## src/rtl/hazard_stall_ctrl_if.sv

```systemverilog
// Signal bundle between the ID/EX/MEM pipeline stages and the hazard stall controller.
// The pipeline drives the stage fields (master); the controller returns the stall/flush controls (slave).
interface hazard_stall_ctrl_if;
   logic [4:0]  Rs_ID;
   logic [4:0]  Rt_ID;
   logic        UseRs_ID;
   logic        UseRt_ID;
   logic        BranchRs_ID;
   logic        BranchRt_ID;
   logic        Taken_ID;
   logic        HiLoUse_ID;
   logic [4:0]  RegAddr_EX;
   logic        RegWrite_EX;
   logic        MemRead_EX;
   logic [4:0]  RegAddr_MEM;
   logic        MemRead_MEM;
   logic        MulStart_EX;
   logic        DivStart_EX;
   logic        PCWrite;
   logic        IFIDWrite;
   logic        IDEXBubble;
   logic        IFIDFlush;
   logic        MDBusy;
   logic        MDDone;
   logic [31:0] StallCount;

   modport master (
      output Rs_ID, Rt_ID, UseRs_ID, UseRt_ID, BranchRs_ID, BranchRt_ID, Taken_ID,
             HiLoUse_ID, RegAddr_EX, RegWrite_EX, MemRead_EX, RegAddr_MEM, MemRead_MEM,
             MulStart_EX, DivStart_EX,
      input  PCWrite, IFIDWrite, IDEXBubble, IFIDFlush, MDBusy, MDDone, StallCount
   );

   modport slave (
      input  Rs_ID, Rt_ID, UseRs_ID, UseRt_ID, BranchRs_ID, BranchRt_ID, Taken_ID,
             HiLoUse_ID, RegAddr_EX, RegWrite_EX, MemRead_EX, RegAddr_MEM, MemRead_MEM,
             MulStart_EX, DivStart_EX,
      output PCWrite, IFIDWrite, IDEXBubble, IFIDFlush, MDBusy, MDDone, StallCount
   );
endinterface

```

## src/rtl/hazard_stall_ctrl.sv

```systemverilog
// Stall/flush controller for the 5-stage MIPS core: load-use, branch-operand and HI/LO
// occupancy stalls, taken-branch flush, mult/div busy tracking and a stall-cycle counter.
module hazard_stall_ctrl #(
   parameter int MUL_LAT = 4,
   parameter int DIV_LAT = 32,
   parameter int CNT_W   = 6
) (
   input  logic                clk,
   input  logic                reset,
   hazard_stall_ctrl_if.slave  pipe
);

   typedef enum logic {IDLE, BUSY} mdState_e;

   mdState_e          mdState;
   logic [CNT_W-1:0]  mdCnt;
   logic [31:0]       stallCnt;

   logic exNonZero, memNonZero;
   logic rsHitEx, rtHitEx, rsHitMem, rtHitMem;
   logic loadUse, brHaz, mdHaz, stall;
   logic busy, done, mdStart;

   assign exNonZero  = (pipe.RegAddr_EX  != 5'd0);
   assign memNonZero = (pipe.RegAddr_MEM != 5'd0);
   assign rsHitEx    = exNonZero  && (pipe.Rs_ID == pipe.RegAddr_EX);
   assign rtHitEx    = exNonZero  && (pipe.Rt_ID == pipe.RegAddr_EX);
   assign rsHitMem   = memNonZero && (pipe.Rs_ID == pipe.RegAddr_MEM);
   assign rtHitMem   = memNonZero && (pipe.Rt_ID == pipe.RegAddr_MEM);

   assign loadUse = pipe.MemRead_EX && pipe.RegWrite_EX &&
                    ((pipe.UseRs_ID && rsHitEx) || (pipe.UseRt_ID && rtHitEx));

   // Branches resolve in ID, so a load still in EX or MEM cannot be forwarded in time.
   assign brHaz = (pipe.MemRead_EX  && ((pipe.BranchRs_ID && rsHitEx)  || (pipe.BranchRt_ID && rtHitEx))) ||
                  (pipe.MemRead_MEM && ((pipe.BranchRs_ID && rsHitMem) || (pipe.BranchRt_ID && rtHitMem)));

   assign busy    = (mdState == BUSY);
   assign done    = busy && (mdCnt == '0);
   assign mdHaz   = pipe.HiLoUse_ID && busy && !done;
   assign mdStart = pipe.MulStart_EX || pipe.DivStart_EX;

   assign stall = !reset && (loadUse || brHaz || mdHaz);

   assign pipe.PCWrite    = !stall;
   assign pipe.IFIDWrite  = !stall;
   assign pipe.IDEXBubble = stall;
   // A stalled branch may have been resolved from stale operands, so it must not flush.
   assign pipe.IFIDFlush  = !reset && pipe.Taken_ID && !stall;
   assign pipe.MDBusy     = !reset && busy;
   assign pipe.MDDone     = !reset && done;
   assign pipe.StallCount = stallCnt;

   // NOTE: sequential state uses non-blocking assignments so every register samples pre-edge values.
   always_ff @(posedge clk) begin
      if (reset) begin
         mdState  <= IDLE;
         mdCnt    <= '0;
         stallCnt <= '0;
      end else begin
         if (stall)
            stallCnt <= stallCnt + 32'd1;

         case (mdState)
            IDLE: begin
               if (pipe.DivStart_EX) begin
                  mdState <= BUSY;
                  mdCnt   <= CNT_W'(DIV_LAT - 1);
               end else if (pipe.MulStart_EX) begin
                  mdState <= BUSY;
                  mdCnt   <= CNT_W'(MUL_LAT - 1);
               end
            end
            BUSY: begin
               if (mdCnt == '0) begin
                  // Back-to-back issue in the done cycle reloads without passing through IDLE.
                  if (pipe.DivStart_EX)
                     mdCnt <= CNT_W'(DIV_LAT - 1);
                  else if (pipe.MulStart_EX)
                     mdCnt <= CNT_W'(MUL_LAT - 1);
                  mdState <= mdStart ? BUSY : IDLE;
               end else begin
                  mdCnt <= mdCnt - CNT_W'(1);
               end
            end
            default: mdState <= IDLE;
         endcase
      end
   end

endmodule

```

## src/flat_wrapper.sv

```systemverilog
// flat-port wrapper written by rule: the top's interface ports become plain ports
module hazard_stall_ctrl_flat 
#(
   parameter int MUL_LAT = 4,
   parameter int DIV_LAT = 32,
   parameter int CNT_W   = 6
)
  (clk, reset, pipe_Rs_ID, pipe_Rt_ID, pipe_UseRs_ID, pipe_UseRt_ID, pipe_BranchRs_ID, pipe_BranchRt_ID, pipe_Taken_ID, pipe_HiLoUse_ID, pipe_RegAddr_EX, pipe_RegWrite_EX, pipe_MemRead_EX, pipe_RegAddr_MEM, pipe_MemRead_MEM, pipe_MulStart_EX, pipe_DivStart_EX, pipe_PCWrite, pipe_IFIDWrite, pipe_IDEXBubble, pipe_IFIDFlush, pipe_MDBusy, pipe_MDDone, pipe_StallCount);
  hazard_stall_ctrl_if pipe_i ();
  input  logic clk;
  input  logic reset;
  input wire logic [$bits(pipe_i.Rs_ID)-1:0] pipe_Rs_ID;
  input wire logic [$bits(pipe_i.Rt_ID)-1:0] pipe_Rt_ID;
  input wire logic [$bits(pipe_i.UseRs_ID)-1:0] pipe_UseRs_ID;
  input wire logic [$bits(pipe_i.UseRt_ID)-1:0] pipe_UseRt_ID;
  input wire logic [$bits(pipe_i.BranchRs_ID)-1:0] pipe_BranchRs_ID;
  input wire logic [$bits(pipe_i.BranchRt_ID)-1:0] pipe_BranchRt_ID;
  input wire logic [$bits(pipe_i.Taken_ID)-1:0] pipe_Taken_ID;
  input wire logic [$bits(pipe_i.HiLoUse_ID)-1:0] pipe_HiLoUse_ID;
  input wire logic [$bits(pipe_i.RegAddr_EX)-1:0] pipe_RegAddr_EX;
  input wire logic [$bits(pipe_i.RegWrite_EX)-1:0] pipe_RegWrite_EX;
  input wire logic [$bits(pipe_i.MemRead_EX)-1:0] pipe_MemRead_EX;
  input wire logic [$bits(pipe_i.RegAddr_MEM)-1:0] pipe_RegAddr_MEM;
  input wire logic [$bits(pipe_i.MemRead_MEM)-1:0] pipe_MemRead_MEM;
  input wire logic [$bits(pipe_i.MulStart_EX)-1:0] pipe_MulStart_EX;
  input wire logic [$bits(pipe_i.DivStart_EX)-1:0] pipe_DivStart_EX;
  output wire logic [$bits(pipe_i.PCWrite)-1:0] pipe_PCWrite;
  output wire logic [$bits(pipe_i.IFIDWrite)-1:0] pipe_IFIDWrite;
  output wire logic [$bits(pipe_i.IDEXBubble)-1:0] pipe_IDEXBubble;
  output wire logic [$bits(pipe_i.IFIDFlush)-1:0] pipe_IFIDFlush;
  output wire logic [$bits(pipe_i.MDBusy)-1:0] pipe_MDBusy;
  output wire logic [$bits(pipe_i.MDDone)-1:0] pipe_MDDone;
  output wire logic [$bits(pipe_i.StallCount)-1:0] pipe_StallCount;
  assign pipe_i.Rs_ID = pipe_Rs_ID;
  assign pipe_i.Rt_ID = pipe_Rt_ID;
  assign pipe_i.UseRs_ID = pipe_UseRs_ID;
  assign pipe_i.UseRt_ID = pipe_UseRt_ID;
  assign pipe_i.BranchRs_ID = pipe_BranchRs_ID;
  assign pipe_i.BranchRt_ID = pipe_BranchRt_ID;
  assign pipe_i.Taken_ID = pipe_Taken_ID;
  assign pipe_i.HiLoUse_ID = pipe_HiLoUse_ID;
  assign pipe_i.RegAddr_EX = pipe_RegAddr_EX;
  assign pipe_i.RegWrite_EX = pipe_RegWrite_EX;
  assign pipe_i.MemRead_EX = pipe_MemRead_EX;
  assign pipe_i.RegAddr_MEM = pipe_RegAddr_MEM;
  assign pipe_i.MemRead_MEM = pipe_MemRead_MEM;
  assign pipe_i.MulStart_EX = pipe_MulStart_EX;
  assign pipe_i.DivStart_EX = pipe_DivStart_EX;
  assign pipe_PCWrite = pipe_i.PCWrite;
  assign pipe_IFIDWrite = pipe_i.IFIDWrite;
  assign pipe_IDEXBubble = pipe_i.IDEXBubble;
  assign pipe_IFIDFlush = pipe_i.IFIDFlush;
  assign pipe_MDBusy = pipe_i.MDBusy;
  assign pipe_MDDone = pipe_i.MDDone;
  assign pipe_StallCount = pipe_i.StallCount;
  hazard_stall_ctrl #(.MUL_LAT(MUL_LAT), .DIV_LAT(DIV_LAT), .CNT_W(CNT_W)) u_core (.clk(clk), .reset(reset), .pipe(pipe_i));
endmodule
```

## config.mk

```make
export PLATFORM = sky130hd
export DESIGN_NAME = hazard_stall_ctrl_flat
export DESIGN_NICKNAME = d
export VERILOG_FILES = /design/src/rtl/hazard_stall_ctrl_if.sv /design/src/rtl/hazard_stall_ctrl.sv /design/src/flat_wrapper.sv
export SDC_FILE = /design/constraint.sdc
export NUM_CORES = 1
export LEC_CHECK = 0
export ABC_AREA = 1
export CAP_MARGIN = 5
export CORE_ASPECT_RATIO = 0.5
export CORE_MARGIN = 1
export CORE_UTILIZATION = 45
export DETAILED_ROUTE_END_ITERATION = 12
export DONT_BUFFER_PORTS = 1
export GPL_TIMING_DRIVEN = 0
export PLACE_DENSITY = 0.62
export SLEW_MARGIN = 15
export SYNTH_ARGS = -nofsm -noshare
export SYNTH_HDL_FRONTEND = slang
export SYNTH_SLANG_ARGS = --single-unit
```

## constraint.sdc

```tcl
create_clock -name clk -period 1.7 [get_ports clk]
set_input_delay 0.255 -clock clk [delete_from_list [all_inputs] [get_ports clk]]
set_output_delay 0.255 -clock clk [all_outputs]
set_load 0.03 [all_outputs]
```

* After elaboration in Yosys (flattened, before gate mapping)
Cells that the tools add are included.
** Cells by class
- $add $sub $neg :: 2
- Multiply operators :: 0
- Divide/modulo/power cells :: 0
- $lt $le $gt $ge :: 0
- Eq/ne operators :: 4
- Shift operators :: 0
- Muxes and demuxes :: 9
- Bitwise gates (word level) :: 1
- Reduce and logical (&&, ||, !) cells :: 35
** Operators with widths (count)
- $add 32x1->32 const B :: 1
- $logic_and 1x1->1 :: 22
- $eq 5x5->1 :: 4
- $mux 6 :: 3
- $pmux 6 s2 :: 1
- $reduce_bool 5->1 :: 2
- $logic_or 1x1->1 :: 7
- $logic_not 6->1 :: 1
- $sub 6x1->6 const B :: 1
- $mux 1 :: 4
- $logic_not 1->1 :: 3
- $pmux 1 s2 :: 1
- $not 1->1 :: 1
** Storage, ports and cells
- Register bits :: 39
- Latch bits :: 0
- Memory bits (writable) :: 0
- ROM bits :: 0
- Input port bits :: 33
- Logic and storage cells :: 54
- Memories :: 0

* Longest topological paths before layout
Gate-level depths: netlist (run 1).
- Depth in word-level cells :: 11
- Depth in mapped cells :: 14

* Worst setup path after synthesis (run 1)
Ideal clock, no wire load.
- Path kind :: register -> output
- From :: register u_core.mdCnt[0]
- To :: output pipe_IDEXBubble
- Arrival :: 1736 ps
- Required time :: 1445 ps
- Slack :: -291 ps
- Cell stages (with the launch flop) :: 12
- Path buffers :: 2
- Cell sequence :: dfxtp_1 -> inv_1 -> ha_1 -> nand3_1 -> nand2_2 -> inv_2 -> nand2_1 -> nand4_2 -> buf_6 -> buf_6 -> nand2_1 -> inv_1
** On the way
- Cells in the longest elaborated chain, start to end :: 6
** RTL lines
- from (decl) :: line hazard_stall_ctrl.sv:16 : logic [CNT_W-1:0] mdCnt;
- from (signal assigned) :: line hazard_stall_ctrl.sv:68 : mdCnt <= CNT_W'(DIV_LAT - 1);
- from (signal assigned) :: line hazard_stall_ctrl.sv:71 : mdCnt <= CNT_W'(MUL_LAT - 1);
- from (signal assigned) :: line hazard_stall_ctrl.sv:78 : mdCnt <= CNT_W'(DIV_LAT - 1);
- $logic_not 6->1 :: line hazard_stall_ctrl.sv:39 : assign done = busy && (mdCnt == '0);
- $logic_and 1x1->1 :: line hazard_stall_ctrl.sv:39
- $logic_not 1->1 :: line hazard_stall_ctrl.sv:40 : assign mdHaz = pipe.HiLoUse_ID && busy && !done;
- $logic_and 1x1->1 :: line hazard_stall_ctrl.sv:40
- $logic_or 1x1->1 :: line hazard_stall_ctrl.sv:43 : assign stall = !reset && (loadUse || brHaz || mdHaz);
- $logic_and 1x1->1 :: line hazard_stall_ctrl.sv:43
- to (decl) :: line flat_wrapper.sv:29 : output wire logic [$bits(pipe_i.IDEXBubble)-1:0] pipe_IDEXBubble;
No other way between the ends.

* Worst setup path in the final report (run 1)
- From :: register u_core.mdCnt[0]
- To :: output pipe_MDDone
** On the way
- Cells in the longest elaborated chain, start to end :: 3
** RTL lines
- $logic_not 6->1 :: line hazard_stall_ctrl.sv:39
- $logic_and 1x1->1 :: line hazard_stall_ctrl.sv:39
- $logic_and 1x1->1 :: line hazard_stall_ctrl.sv:51 : assign pipe.MDDone = !reset && done;
- to (decl) :: line flat_wrapper.sv:32 : output wire logic [$bits(pipe_i.MDDone)-1:0] pipe_MDDone;
No other way between the ends.

==> results.md, run 1 <==
- Ys flop type: dfxtp_1
- Initial antenna violation count: 0
- GR Util met2: 0.383
- Mapped cell area: 2500 sq um
- Router iterations before antenna repair: 4
- Top cells by area, synth: dfxtp_1 31%, nand2_1 15%, nor2_1 9.3%, nand3_1 8.4%, a21oi_1 7.2%
- Share of cells above drive strength 1: 0.264
- Fin. max-slew vios: 0
- CTS Buf Count: 5
- Worst Setup End Kind: output pin
- Power, Total: 2.35 mW
- Yosys top cell by area: dfxtp_1
- Gr busiest metal: met2
- Via-per-instance ratio: 5.13
- Power per cell area: 736 nW/um^2
- Clk pin slew, worst setup/hold paths: 0.08 ns
- Commonest non-fill, non-tap cell in the layout: nand2_1
- First-pass GRT wire length: 9870 microns
- Total GRT Usage: 0.217
- Final worst setup slack: -0.181 ns
- Comb pwr share: 0.191
- Global route overflow: 0
- EDFF count, synth: 0
- Yosys reg bits: 39
- Most frequent cells in the layout: 95 x nand2_1, 57 x nor2_1, 42 x inv_1
- Worst Path Max Fanout: 2
- Internal: 1.72 mW
- Crit path launch type: flip-flop
- DIE WIDTH: 107 microns
- Max VDD drop: 0.362 mV
- Slew headroom: 0.377
- Skew-Pair Late Insertion Delay: 0.29 ns
- Vias: 2533
- Final WL: 6190 microns
- Die Ht: 54.7 microns
- Seq pwr share: 0.414
- Fin crit share: 1.11
- Final worst path period need: 1.88 ns
- Post-synth ARST share: 0
- Pleak: 1.53 nW
- Status: finished, violations left
- Synth-to-layout area growth: 27.5%
- Standard-cell rows: 18
- Max-Cap Viols: 0
- IO buf count: 0
- Residual DRC: 0
- Failing checks: negative setup slack
- Yosys top cell area share: 0.312
- Total Die Area: 5880 sq um
- Drt wl/cell: 12.5 microns
- Max H-tree Level: 2
- Hpwl dp: 4420 microns
- Initial Util: 0.487
- Largest net degree at the start of global routing: 13
- Yosys cell types: 32
- Final hold vios: 0
- Worst-Margin Slew: 0.928 ns
- Yosys warns: 0
- Core footprint: 5130 sq um
- RSZ-0062 raised after global routing: true
- CTS tree: done
- Sw Ratio: 0.269
- Final setup fails: 27
- P_sw: 0.633 mW
- Syn avg cell area: 6.31 sq um
- Clock root cell: clkbuf_8
- Met1 GRT Util: 0.265
- Syn_nets: 432
- Vias in the first global route: 2259
- WS Path Type: reg2out
- Nets: 459
- Post-synthesis sequential area ratio: 0.312
- Met3 global-route usage: 0.0679
- Clock Sinks: 39
- Critical path required time: 1.44 ns
- Max Buffers Root-to-Sink: 2
- Clk network pwr share: 0.395
- RePlAce Congestion: 0.793
- IO Pins: 71
- Max Fclk: 0.531 GHz
- Fin util: 0.621
- DR iter-0 viols: 113
- Hold Path Class: in2reg
- Post-Syn Instances: 396
- Clk_skew: 0.0120 ns
- Fillers: 455
- N_diodes: 0
- Crit path arrival time: 1.63 ns
- ANT nets after route: 0
repair_timing:
action | CTS | global route
buffers inserted | 14 | 8
hold buffers | 0 | 0
endpoints found under the setup margin | 21 | 31
pin swaps | 13 | 14
gates resized for setup | 40 | 35
area by class of cell:
class / instances / area, sq um / area share
Multi-Input combinational cell: 295 / 1660 / 0.522
Timing Repair Buffer: 21 / 165 / 0.0518
Sequential cell: 39 / 835 / 0.262
Clock inverter: 2 / 60.1 / 0.0188
Inverter: 50 / 195 / 0.0612
Clock buffer: 6 / 72.6 / 0.0228
Tap cell: 70 / 87.6 / 0.0275
Buffer: 11 / 110 / 0.0345
cells in the mapped netlist, types with 2 or more instances:
cell type	n
buf_6	6
inv_2	2
xor2_1	5
nor2_2	6
nand2_1	100
buf_2	3
o21ai_0	4
dfxtp_1	39
nand4_1	2
xnor2_1	8
nor3_1	6
nor2_1	62
a221oi_1	3
inv_1	47
nand4_2	2
nand3_1	42
ha_1	3
a21oi_1	36
clkbuf_1	2
nand2_2	6
per-layer routing:
metal / vias to the layer above / routed length (microns)
met5: - / 0
met4: 0 / 23
met2: 76 / 2820
met3: 2 / 483
li1: 1317 / -
met1: 1138 / 2870
power groups by stage:
stage          registers [mW]  clock network (mW)  logic, mW
6_report                0.972               0.927      0.449
2_1_floorplan           0.990                   0      0.294
3_5_place_dp            0.995                   0      0.353
5_1_grt                 0.977               0.982      0.493
3_3_place_gp            0.994                   0      0.345
4_1_cts                 0.977               0.946      0.409
registers in the layout, indices dropped and copies added, names as in the netlist:
name	flops
u_core.pipe.StallCount	32
u_core.mdCnt	6
u_core.busy	1
worst paths after layout:
kind,slack (ns),endpoint,from,cells after the start
min reg2reg,0.53,u_core.mdCnt[5]$_SDFF_PP0_,u_core.mdCnt[5]$_SDFF_PP0_,2
min,0.16,u_core.mdCnt[3]$_SDFF_PP0_,pipe_DivStart_EX,2
max,-0.18,pipe_MDDone,u_core.mdCnt[0]$_SDFF_PP0_,4
max reg2reg,-0.08,u_core.pipe.StallCount[13]$_SDFFE_PP0P_,u_core.mdCnt[0]$_SDFF_PP0_,13
critical path, cell delays in order (launching register included):
cell	delay, ns
dfxtp_2	0.32
inv_2	0.07
ha_4	0.15
nand3_4	0.09
nor3_1	0.72
cell families after synthesis:
| logic type | after synthesis | share of synthesized area |
|---|---|---|
| buf+inv | 62 | 0.114 |
| fa+ha+maj | 3 | 0.0150 |
| compound gates | 45 | 0.0961 |
| flops | 39 | 0.312 |
| xor+xnor | 13 | 0.0455 |
| simple gates | 234 | 0.417 |
per-stage QoR:
| stage | setup TNS (ns) | worst slack, ns | hold WS, ns | instances | area (sq um) |
|---|---|---|---|---|---|
| after floorplan | 0 | 0.00669 | 0.432 | 396 | 2560 |
| after global placement | -1.98 | -0.205 | 0.445 | 466 | 2650 |
| after detailed placement | -2.34 | -0.226 | 0.455 | 466 | 2650 |
| after CTS | -1.19 | -0.276 | 0.150 | 488 | 3030 |
| after global routing | -3.58 | -0.229 | 0.165 | 494 | 3190 |
| final | -1.45 | -0.181 | 0.157 | 494 | 3190 |
(Power assumes the default switching activity.)
==> run 2: changes to the inputs <==
Settings changed: CORE_UTILIZATION 45 to 35, PLACE_DENSITY 0.62 to 0.51.
==> results.md, run 2 (same netlist as run 1, synthesis figures left out) <==
- Worst stage delay on the critical path: 0.32 ns (-0.40 ns)
- Final worst setup slack: -0.148 ns (+0.0332 ns)
- Final worst path period need: 1.85 ns (-0.0332 ns)
- Worst-Margin Slew: 0.901 ns (-0.0273 ns)
- Most frequent cells in the layout: 95 x nand2_1, 56 x nor2_1, 40 x inv_1
- CP Cell Sequence: inv_2, ha_4, nand3_4, nand2_4, inv_4, nand2_4, nand4_4, buf_12, nand2_8, buf_6
- Clk pin slew, worst setup/hold paths: 0.06 ns (-0.02 ns)
- Max-Cap Viols: 0 (unchanged)
- Max Buffers Root-to-Sink: 2 (unchanged)
- DIE WIDTH: 122 microns (+13%)
- WS Path Type: reg2out
- Slew headroom: 0.395 (+0.0184)
- Power per cell area: 717 nW/um^2 (-2.6%)
- Final hold vios: 0 (unchanged)
- Final WL: 6420 microns (+3.8%)
- Final non-filler cell total: 516 (+4.5%)
- Status: finished, violations left
- Die Ht: 61.8 microns (+13%)
- Fillers: 686 (+51%)
- Max VDD drop: 0.385 mV (+6.2%)
- Drt wl/cell: 12.4 microns (-0.64%)
- Worst Setup End Kind: output pin
- RePlAce Congestion: 0.878 (+11%)
- Skew-Pair Late Insertion Delay: 0.28 ns (about the same)
- Largest net degree at the start of global routing: 13 (unchanged)
- Router iterations before antenna repair: 6 (+2)
- Final setup fails: 6 (-78%)
- Clock Sinks: 39 (unchanged)
- Pleak: 1.54 nW (+0.68%)
- Fin crit share: 1.09 (-0.0195)
- Cts hold-fix bufs: 0 (unchanged)
- Standard-cell rows: 21 (+3)
- Hold Path Class: in2reg
- Critical path required time: 1.44 ns (about the same)
- IO Pins: 71 (unchanged)
- Crit path arrival time: 1.59 ns (-0.04 ns)
- Global route overflow: 0 (unchanged)
- Number of flip-flops in the largest register: 32 (unchanged)
- Placed cells: 488 (+4.7%)
- Crit path launch type: flip-flop
- Worst Path Max Fanout: 3 (+1)
- Commonest non-fill, non-tap cell in the layout: nand2_1
- Critical-path top delay cell: dfxtp_2
- Vias in the first global route: 2133 (-5.6%)
- Failing checks: negative setup slack
- Via-per-instance ratio: 4.83 (-5.7%)
- Residual DRC: 0 (unchanged)
- Clock root cell: clkbuf_16
- Initial antenna violation count: 0 (unchanged)
- Fin area: 3230 sq um (+1.3%)
- Fin. max-slew vios: 0 (unchanged)
- First-pass GRT wire length: 10100 microns (+2.2%)
- Hpwl dp: 4680 microns (+5.9%)
- Placed cell area: 2680 sq um (+1.0%)
- Core footprint: 6810 sq um (+33%)
- Total Die Area: 7510 sq um (+28%)
- Clk_skew: 0.00993 ns (-0.00204 ns)
- N_diodes: 0 (unchanged)
- CTS Buf Count: 5 (unchanged)
- Top cell by count, worst path: nand2_4
- Nets: 459 (unchanged)
- Fin Setup TNS: -0.528 ns (+0.920 ns)
- Share of cells above drive strength 1: 0.262 (-0.00236)
- Vias: 2494 (-1.5%)
- DR iter-0 viols: 137 (+21%)
- Total GRT Usage: 0.174 (-0.0428)
- Max H-tree Level: 2 (unchanged)
- Power, Total: 2.32 mW (-1.3%)
- RSZ-0062 raised after global routing: true
- Initial Util: 0.367 (-0.119)
- IO buf count: 0 (unchanged)
- CTS tree: done
- WHS: 0.168 ns (+0.0111 ns)
- Synth-to-layout area growth: 29.2%
- Seq. cell area: 830 sq um (-0.60%)
- Max Fclk: 0.541 GHz (+1.8%)
- ANT nets after route: 0 (unchanged)
- Area of the multi-input gates: 1670 sq um (+0.45%)
## run 2: report_power, final
| group | total [mW] | internal, mW | switching, mW |
|---|---|---|---|
| Sequential | 0.977 | 0.932 | 0.0457 |
| Combinational | 0.416 | 0.178 | 0.238 |
| Clock | 0.923 | 0.543 | 0.380 |
| Total | 2.32 | 1.65 | 0.664 |
## run 2: cell type report
class,instances,area share
sequential,39,0.257
clock inverter,2,0.00349
multi-input combinational,295,0.517
clock buffer,6,0.0399
timing repair buffer,21,0.0550
inverter,50,0.0604
buffer,11,0.0318
tap,92,0.0356
## run 2: repair_timing
item,4_1_cts,5_1_grt
endpoints found under the setup margin,32,33
gates resized for setup,43,31
pin swaps,19,15
setup buffers,16,7
## run 2: critical path, delay by kind of cell (launching register included)
family,cells,cell delay (ns)
adder cells (fa/ha/maj),1,0.13
flip-flops,1,0.32
AND/OR/NAND/NOR,5,0.43
buffers and inverters,4,0.43
## run 2: worst paths after layout
check	startpoint	end	slack [ns]	depth (start not counted)
max reg2reg	u_core.pipe.StallCount[0]$_SDFFE_PP0P_	u_core.pipe.StallCount[30]$_SDFFE_PP0P_	-0.02	10
min reg2reg	u_core.mdCnt[5]$_SDFF_PP0_	u_core.mdCnt[5]$_SDFF_PP0_	0.53	2
min	pipe_MulStart_EX	u_core.mdCnt[3]$_SDFF_PP0_	0.17	3
max	u_core.mdCnt[1]$_SDFF_PP0_	pipe_PCWrite	-0.15	10
## run 2: per-layer routing
metal  global-route usage  part of all wire
met2                0.300              0.46
met5                    0                 0
met3               0.0675             0.072
met4               0.0317            0.0058
met1                0.213              0.46
## run 2: metrics by stage
| stage | setup WS (ns) | util |
|---|---|---|
| final | -0.148 | 0.475 |
| after global routing | -0.218 | 0.475 |
| after CTS | -0.250 | 0.454 |
| after detailed placement | -0.246 | 0.393 |
| after global placement | -0.242 | 0.393 |
| after floorplan | 0.00669 | - |
==> run 3: changes to the inputs <==
Settings changed: MAX_ROUTING_LAYER set to met4.
==> results.md, run 3 (same netlist as run 1, synthesis figures left out) <==
- Max Buffers Root-to-Sink: 2 (unchanged)
- WS Path Type: reg2out
- Clk network pwr share: 0.401 (+0.003)
- Largest net degree at the start of global routing: 13 (unchanged)
- DR iter-0 viols: 146 (+6.6%)
- Clk pin slew, worst setup/hold paths: 0.06 ns (about the same)
- Commonest non-fill, non-tap cell in the layout: nand2_1
- Fin crit share: 1.09 (about the same)
- Critical-path top delay cell: dfxtp_2
- Pleak: 1.54 nW (unchanged)
- Power per cell area: 720 nW/um^2 (+0.34%)
- Most frequent cells in the layout: 95 x nand2_1, 56 x nor2_1, 40 x inv_1
- Max Fclk: 0.541 GHz (about the same)
- Fin. max-slew vios: 0 (unchanged)
- CP Cell Sequence: inv_2, ha_4, nand3_4, nand2_4, inv_4, nand2_4, nand4_4, buf_12, nand2_8, buf_6
- Max H-tree Level: 2 (unchanged)
- Vias: 2499 (+0.20%)
- Hpwl dp: 4680 microns (unchanged)
- IO Pins: 71 (unchanged)
- Share of cells above drive strength 1: 0.262 (unchanged)
- First-pass GRT wire length: 10100 microns (about the same)
- Worst stage delay on the critical path: 0.32 ns (about the same)
- Nets: 459 (unchanged)
- Final worst path period need: 1.85 ns (+0.000715 ns)
- Final worst setup slack: -0.149 ns (-0.000715 ns)
- Worst Path Max Fanout: 3 (unchanged)
- DIE WIDTH: 122 microns (unchanged)
- Worst Setup End Kind: output pin
- Fin Setup TNS: -0.544 ns (-0.0154 ns)
- Total Die Area: 7510 sq um (unchanged)
- Max VDD drop: 0.388 mV (+0.89%)
- Top cell by count, worst path: nand2_4
- CTS tree: done
- Final non-filler cell total: 516 (unchanged)
- Via-per-instance ratio: 4.84 (+0.20%)
- Cts hold-fix bufs: 0 (unchanged)
- Failing checks: negative setup slack
- RSZ-0062 raised after global routing: true
- Seq. cell area: 830 sq um (unchanged)
- Status: finished, violations left
- CTS Buf Count: 5 (unchanged)
- Initial antenna violation count: 0 (unchanged)
- Area of the multi-input gates: 1670 sq um (unchanged)
- Power, Total: 2.32 mW (+0.34%)
- Drt wl/cell: 12.5 microns (+0.48%)
- Standard-cell rows: 21 (unchanged)
- Comb pwr share: 0.179 (about the same)
- ANT nets after route: 0 (unchanged)
- Clock root cell: clkbuf_16
- Internal: 1.65 mW (about the same)
- IO buf count: 0 (unchanged)
- Synth-to-layout area growth: 29.2% (unchanged)
- Initial Util: 0.367 (unchanged)
- Global route overflow: 0 (unchanged)
- Critical path required time: 1.44 ns (about the same)
- Worst-Margin Slew: 0.901 ns (+0.0000639 ns)
- Total GRT Usage: 0.180 (+0.00613)
- Crit path arrival time: 1.59 ns (about the same)
- N_diodes: 0 (unchanged)
- Clk_skew: 0.0118 ns (+0.00184 ns)
- Fillers: 686 (unchanged)
- Skew-Pair Late Insertion Delay: 0.29 ns (about the same)
- Clock Sinks: 39 (unchanged)
- Buf/Inv on CP: 4 (unchanged)
- Slew headroom: 0.395 (about the same)
- Max-Cap Viols: 0 (unchanged)
- Final hold vios: 0 (unchanged)
- Number of flip-flops in the largest register: 32 (unchanged)
- Sw Ratio: 0.289 (+0.00234)
- Crit path launch type: flip-flop
- Final setup fails: 6 (unchanged)
- Core footprint: 6810 sq um (unchanged)
- Die Ht: 61.8 microns (unchanged)
- P_sw: 0.672 mW (+1.2%)
- Residual DRC: 0 (unchanged)
- Hold Path Class: in2reg
- Fin util: 0.475 (unchanged)
- Vias in the first global route: 2136 (+0.14%)
- Placed cells: 488 (unchanged)
- Kind of cell adding the most delay to the critical path: buffers and inverters
- Final WL: 6460 microns (+0.48%)
- Router iterations before antenna repair: 6 (unchanged)
- RePlAce Congestion: 0.893 (+1.7%)
- Seq pwr share: 0.420 (-0.002)
## run 3: tightest hold or removal path: stages
cell     delay (ns)
inv_1          0.04
nand2_1        0.05
a21oi_1        0.06
## run 3: path summary, 6_finish.rpt
path / slack (ns) / to / startpoint / depth (start not counted)
max: -0.15 / pipe_PCWrite / u_core.mdCnt[1]$_SDFF_PP0_ / 10
min: 0.17 / u_core.mdCnt[3]$_SDFF_PP0_ / pipe_MulStart_EX / 3
max reg2reg: -0.03 / u_core.pipe.StallCount[30]$_SDFFE_PP0P_ / u_core.pipe.StallCount[0]$_SDFFE_PP0P_ / 10
min reg2reg: 0.53 / u_core.mdCnt[5]$_SDFF_PP0_ / u_core.mdCnt[5]$_SDFF_PP0_ / 2
## run 3: timing repair
item	4_1_cts	5_1_grt
buffers inserted	16	7
endpoints found under the setup margin	32	33
endpoints found under the hold margin	0	0
pin swaps	19	15
gates resized for setup	43	31
## run 3: final cells by class
type | instances | area share
timing repair buffer | 21 | 0.0550
clock inverter | 2 | 0.00349
inverter | 50 | 0.0604
multi-input combinational | 295 | 0.517
clock buffer | 6 | 0.0399
buffer | 11 | 0.0318
sequential | 39 | 0.257
tap | 92 | 0.0356
## run 3: metal layers
metal / part of all wire / GRT usage / vias to the layer above
met4: 0.0053 / 0.0317 / 0
met2: 0.46 / 0.299 / 68
met3: 0.079 / 0.0675 / 4
met1: 0.46 / 0.214 / 1110
li1: - / - / 1317
met5: 0 / - / -
## run 3: power groups by stage
stage	registers, mW	clock network (mW)	logic, mW
detailed placement	0.995	0	0.356
finish	0.977	0.931	0.416
CTS	0.979	0.952	0.414
global placement	0.995	0	0.350
floorplan	0.990	0	0.294
global route	0.980	0.994	0.461
## run 3: metrics by stage
stage / setup WS, ns / hold slack (ns) / cell area, sq um
6_report: -0.149 / 0.167 / 3230
5_1_grt: -0.219 / 0.176 / 3230
4_1_cts: -0.250 / 0.165 / 3090
3_5_place_dp: -0.246 / 0.459 / 2680
3_3_place_gp: -0.242 / 0.453 / 2680
2_1_floorplan: 0.00669 / 0.432 / 2560
